$ cat src/rtl/mips_fetch_pkg.sv
// Shared IF-stage definitions used by the fetch control, PC register and hazard unit.
// Holds the fetch state encoding, the bubble word and the default reset vector.
package mips_fetch_pkg;

  typedef enum logic {
    RUN  = 1'b0,
    HOLD = 1'b1
  } fetch_state_t;

  localparam logic [31:0] NOP_INSTR            = 32'h0000_0000;
  localparam logic [31:0] DEFAULT_RESET_VECTOR = 32'h0000_0000;

  // Branch targets are always word aligned
  function automatic logic [31:0] align_word(input logic [31:0] addr);
    return addr & 32'hFFFF_FFFC;
  endfunction

endpackage

$ cat src/rtl/if_id_register.sv
// IF/ID pipeline register: 1-cycle capture, flush inserts a bubble, hold (neither
// load nor flush) freezes all fields for a stalled fetch stage.
module if_id_register
  import mips_fetch_pkg::*;
#(
  parameter logic [31:0] NOP_WORD = NOP_INSTR
) (
  input  logic        Clk,
  input  logic        Reset,
  input  logic        load,
  input  logic        flush,
  input  logic [31:0] instruction_in,
  input  logic [31:0] pcplus4_in,
  output logic [31:0] instruction,
  output logic [31:0] pcplus4,
  output logic        valid
);

  always_ff @(posedge Clk) begin
    if (Reset || flush) begin
      instruction <= NOP_WORD;
      pcplus4     <= 32'd0;
      valid       <= 1'b0;
    end else if (load) begin
      instruction <= instruction_in;
      pcplus4     <= pcplus4_in;
      valid       <= 1'b1;
    end
  end

endmodule

$ cat src/rtl/fetch_control.sv
// Next-PC selection (combinational) and IF/ID control; IF/ID has 1-cycle latency.
// A redirect seen under Stall is parked in pending_target and applied on stall release.
module fetch_control
  import mips_fetch_pkg::*;
#(
  parameter logic [31:0] RESET_VECTOR = DEFAULT_RESET_VECTOR,
  parameter logic [31:0] NOP_WORD     = NOP_INSTR
) (
  input  logic        Clk,
  input  logic        Reset,
  input  logic [31:0] PCResult,
  input  logic [31:0] Instruction,
  input  logic        Stall,
  input  logic        Redirect,
  input  logic [31:0] RedirectTarget,
  output logic [31:0] PCNext,
  output logic [31:0] IFID_Instruction,
  output logic [31:0] IFID_PCPlus4,
  output logic        IFID_Valid,
  output logic [31:0] FetchCount
);

  fetch_state_t state, state_nxt;
  logic [31:0]  pending_target, pending_nxt;
  logic [31:0]  pcplus4;
  logic [31:0]  target;
  logic         release_hold;
  logic         ifid_flush;
  logic         ifid_load;

  assign pcplus4      = PCResult + 32'd4;
  assign target       = align_word(RedirectTarget);
  assign release_hold = (state == HOLD) && !Stall;

  always_ff @(posedge Clk) begin
    if (Reset) begin
      state          <= RUN;
      pending_target <= 32'd0;
    end else begin
      state          <= state_nxt;
      pending_target <= pending_nxt;
    end
  end

  always_comb begin
    state_nxt   = state;
    pending_nxt = pending_target;
    if (Redirect && Stall) begin
      state_nxt   = HOLD;
      pending_nxt = target;
    end else if (Redirect || release_hold) begin
      state_nxt = RUN;
    end
  end

  always_comb begin
    if (Reset)                 PCNext = RESET_VECTOR;
    else if (Redirect && !Stall) PCNext = target;
    else if (release_hold)     PCNext = pending_target;
    else if (Stall)            PCNext = PCResult;
    else                       PCNext = pcplus4;
  end

  // A redirect flushes even while stalled: it is older than the word in ID
  assign ifid_flush = Redirect || release_hold;
  assign ifid_load  = !Stall && !ifid_flush;

  if_id_register #(
    .NOP_WORD (NOP_WORD)
  ) u_if_id (
    .Clk            (Clk),
    .Reset          (Reset),
    .load           (ifid_load),
    .flush          (ifid_flush),
    .instruction_in (Instruction),
    .pcplus4_in     (pcplus4),
    .instruction    (IFID_Instruction),
    .pcplus4        (IFID_PCPlus4),
    .valid          (IFID_Valid)
  );

  always_ff @(posedge Clk) begin
    if (Reset)          FetchCount <= 32'd0;
    else if (ifid_load) FetchCount <= FetchCount + 32'd1;
  end

endmodule

$ cat config.mk
export PLATFORM = sky130hd
export DESIGN_NAME = fetch_control
export DESIGN_NICKNAME = d
export VERILOG_FILES = /design/src/rtl/mips_fetch_pkg.sv /design/src/rtl/if_id_register.sv /design/src/rtl/fetch_control.sv
export SDC_FILE = /design/constraint.sdc
export NUM_CORES = 1
export LEC_CHECK = 0
export CAP_MARGIN = 10
export CORE_AREA = 2 2 119 121
export CTS_CLUSTER_SIZE = 20
export DETAILED_ROUTE_END_ITERATION = 10
export DIE_AREA = 0 0 121 123
export GPL_ROUTABILITY_DRIVEN = 0
export PLACE_DENSITY = 0.87
export SYNTH_ARGS = -nofsm -noshare
export SYNTH_HDL_FRONTEND = slang
export SYNTH_SLANG_ARGS = --single-unit
$ cat constraint.sdc
create_clock -name Clk -period 9.4 [get_ports Clk]
set_input_delay 2.82 -clock Clk [delete_from_list [all_inputs] [get_ports Clk]]
set_output_delay 2.82 -clock Clk [all_outputs]
set_load 0.005 [all_outputs]
Yosys cells after proc, flatten, opt, wreduce, memory -nomap -nowiden
Index checks and enable logic that the tools add are counted.
W data, S select, Z words.

cells by class
  $add $sub $neg = 2
  mux-type cells = 6
  reduce and logical (&&, ||, !) cells = 9

operator list
  cell                     number
  $mux W32                 4
  $add A32 B1 Y32 const B  1
  $add A32 B3 Y32 const B  1
  $logic_and A1 B1 Y1      4
  $logic_not A1 Y1         2
  $logic_or A1 B1 Y1       2
  $mux W1                  2
  $reduce_bool A2 Y1       1

storage, ports and cells
  flip-flop bits (word level) = 128
  word-level logic and storage cells = 23

Logic depth before layout (Yosys ltp)
  word-level depth = 5
  mapped depth = 8

Hierarchy
A second synthesis with hierarchy kept.

unflattened totals
  cell total of the unflattened synthesis = 858
  area, all modules = 6850.3 um^2

modules (own cells, without submodules)
  module          instances  cells each  area each (um^2)  sequential area each (um^2)
  fetch_control   1          648         4510.6            1261.2
  if_id_register  1          210         2339.7            1301.2

Least setup slack after synthesis
OpenSTA, ideal clock, no wires.

  path kind = input port to output port
  start = input PCResult[20]
  end = output PCNext[31]
  arrival = 4.312 ns
  required time = 6.580 ns
  path slack = 2.268 ns
  stages on the path = 6
  buffers on the path = 1
  path through = buf_2 > nand3_1 > nor4_1 > nand4_1 > or3_1 > a31oi_1

on the way
  word-level cells in the longest chain between the ends = 5

ends and longest elaborated chain
  item             RTL line             RTL
  start, declared  fetch_control.sv:11  input logic [31:0] PCResult,
  $add A32 B3 Y32  fetch_control.sv:31  assign pcplus4 = PCResult + 32'd4;
  $mux W32         fetch_control.sv:60  else if (Stall) PCNext = PCResult;
  $mux W32         fetch_control.sv:59  else if (release_hold) PCNext = pending_target;
  $mux W32         fetch_control.sv:58  else if (Redirect && !Stall) PCNext = target;
  $mux W32         fetch_control.sv:57  if (Reset) PCNext = RESET_VECTOR;
  end, declared    fetch_control.sv:16  output logic [31:0] PCNext,

No other way between the ends.

Worst setup path in the final report
  start = input PCResult[3]
  end = output PCNext[20]

The elaborated chain is that of the path after synthesis.

==> results.md <==
* Status: finished, final reports clean
* Die Area at 14880 sq um
* Post-synth EDFFs at 0
* Most used DFF post-synth: dfxtp_1
* Seq/Total Area, Yosys at 38.53%
* Hold_buf cts at 0
* Core footprint at 13610 sq um
* CTS sink cnt at 128
* Post-layout nets at 1170
* Mapped cell area at 6650 sq um
* Slew at the pin closest to its max-slew limit at 1.201 ns
* CP Data Required Time at 6.58 ns
* DRT Wirelength at 20840 um
* Crit. End Element: output port
* Worst setup SP type: input port
* Fin area at 9480 sq um
* Mux cell area share after synthesis at 1.355%
* Placement Cell Area at 8924 sq um
* DR pass1 iterations at 7
* Simple-gate share of the synthesized area at 27.77%
* Root Buffer Master: clkbuf_16
* Clock-pin slew on the worst setup and hold paths at 0.06 ns
* Synth Area per Inst at 7.514 sq um
* First-pass GRT wire length at 32340 um
* Overall power at 1.389 mW
* Layout cells sized above 1 at 5.370%
* Max Cap Viol at 0
* Main combinational cell family by area after synthesis: simple AND/OR/NAND/NOR gates
* Syn_nets at 987
* Ys Warns at 0
* Detail Placement HPWL at 14330 um
* Kind of critical path: input port to output port
* Depth of the CTS H-tree at 4
* Later-pin clock latency in the skew report at 0.42 ns
* Compound-cell area share of the yosys netlist at 19.87%
* GRT Total Usage at 27.44%
* WP data arrival at 5.99 ns
* Largest net degree at the start of global routing at 66
* Fillcell total at 1109
* Commonest non-fill, non-tap cell in the layout: clkdlybuf4s50_1
* First DRT Iteration DRCs at 735
* Adder-Cell Fraction of Synth Area at 0.3763%
* Setup TNS at 0 ns
* WHS at 0.4509 ns
* Distinct cells, synth at 53
* Static Leakage at 3.224 nW
* Initial Util at 48.86%
* Area grow syn2layout at 42.56%
* Cts repair resizes at 0
* Rows at 43
* Worst-path fanout max at 6
* Ys async rst share at 0%
* Final min period at 8.809 ns
* PwrDens at 146.5 nW/um^2
* N_diodes at 0
* Commonest cells after routing, fill and taps aside: clkdlybuf4s50_1, nand2_1, dfxtp_1, a21oi_1, nor2_1
* Peak supply drop at 125.6 uV
* CTS Buf Count at 17
* Final ANT Viol Nets at 0
* Max Slew Vio Count at 0
* Remaining DRCs at 0
* Routed wire length per instance at 16.54 um
* Slew headroom at 19.84%
* Mapped Cells at 885
* Finish-stage setup viols at 0
* Hold WC Path Type: flop to flop
* Vias in the first global route at 6265
* Die Height at 123 um
* I/O Buffers at 226
* I/O pin total at 229
* Antenna violations before repair at 0
* Dpl cells at 1229
* Post-route insts no fill at 1260
* RSZ-0062 raised after global routing: no
* Die Span X at 121 um
* Tcrit/Tclk final at 93.72%
* Fin. Hold Viols at 0
* Skew final at 0.007756 ns
* FF+latch count, synth at 128
* Post-synthesis xor/xnor area fraction at 6.849%
* TritonCTS clock tree: yes
* Remaining Overflow, GRT at 0
* Max clock buf depth at 2
* Fmax at 0.1135 GHz
* Post-CTS Setup Inserts at 0
* Avg Vias per Cell at 5.633
* DR vias at 7097
==> layer usage <==
layer / global-route usage [%] / up-vias / wire length (um)
met3: 5.627 / 48 / 1630
met5: 0 / - / 0
met4: 11.70 / 0 / 602
met2: 44.21 / 371 / 10050
li1: - / 3462 / -
met1: 35.81 / 3216 / 8558
==> registers in the layout (all words and copies together) (netlist names) <==
signal               count
u_if_id.valid            1
u_if_id.instruction     32
state                    1
pending_target          30
u_if_id.pcplus4         32
FetchCount              32
==> power breakdown <==
group	switching, mW	internal, mW
combinational	0.107	0.102
sequential	0.00709	0.557
clock	0.238	0.379
total	0.351	1.04
==> per-stage QoR <==
stage / setup slack (ns) / utilization, %
floorplan: 2.268 / -
global placement: 0.7255 / 65.56
detailed placement: 0.7651 / 65.56
CTS: 0.7145 / 69.65
global route: 0.3369 / 69.65
finish: 0.5905 / 69.65
==> Yosys cell counts (3+ instances only) <==
| library cell | n | area [sq um] |
|---|---|---|
| nor2_1 | 85 | 319.1 |
| nor4_1 | 11 | 68.82 |
| nand4_1 | 23 | 143.9 |
| or3_1 | 12 | 75.07 |
| dfxtp_1 | 128 | 2562 |
| o211ai_1 | 4 | 30.03 |
| buf_2 | 11 | 55.05 |
| and4_1 | 10 | 87.58 |
| nand2b_1 | 7 | 43.79 |
| mux2i_1 | 9 | 90.09 |
| a211oi_1 | 29 | 217.7 |
| a21o_1 | 3 | 22.52 |
| xor2_1 | 20 | 175.2 |
| a221oi_1 | 6 | 52.55 |
| o21a_1 | 6 | 45.04 |
| buf_1 | 8 | 30.03 |
| a31oi_1 | 4 | 25.02 |
| inv_1 | 14 | 52.55 |
| nand3_1 | 25 | 125.1 |
| nand2_1 | 172 | 645.6 |
| xnor2_1 | 32 | 280.3 |
| clkbuf_1 | 52 | 195.2 |
| o31a_1 | 5 | 43.79 |
| nor3_1 | 23 | 115.1 |
| a22oi_1 | 3 | 22.52 |
| and2_1 | 5 | 31.28 |
| a21oi_1 | 108 | 540.5 |
| o22ai_1 | 3 | 18.77 |
| a211o_1 | 3 | 26.28 |
| o21ai_0 | 28 | 140.1 |
| o31ai_1 | 3 | 22.52 |
==> layout make-up <==
class / count / area, sq um / share of cell area [%]
inverter: 14 / 52.55 / 0.5543
sequential: 128 / 2562 / 27.03
timing repair buffer: 237 / 2335 / 24.63
tap: 180 / 225.2 / 2.376
clock buffer: 20 / 466.7 / 4.923
multi-input combinational: 670 / 3749 / 39.54
clock inverter: 11 / 90.09 / 0.9502
==> logic make-up after synthesis <==
logic type	after synthesis
simple gates	390
buf+inv	87
fa+ha+maj	2
xor+xnor	52
mux	9
compound gates	217
flops	128
==> critical path, stage by stage <==
cell and delay, ns:
clkdlybuf4s50_1 0.57, ha_1 0.32, nand4_1 0.28, nor4_1 0.64, nand2_1 0.23, mux2i_1 0.16
a221oi_1 0.39, clkdlybuf4s50_1 0.58
==> path summary, 6_finish.rpt <==
| check | startpoint | endpoint | slack [ns] | cells past startpoint |
|---|---|---|---|---|
| max | PCResult[3] | PCNext[20] | 0.59 | 8 |
| min | pending_target[24] | pending_target[24] | 0.45 | 2 |
| max reg2reg | state | u_if_id.pcplus4[12] | 6.79 | 6 |
| min reg2reg | pending_target[24] | pending_target[24] | 0.45 | 2 |
No activity file was read; power rests on OpenSTA's default activity.
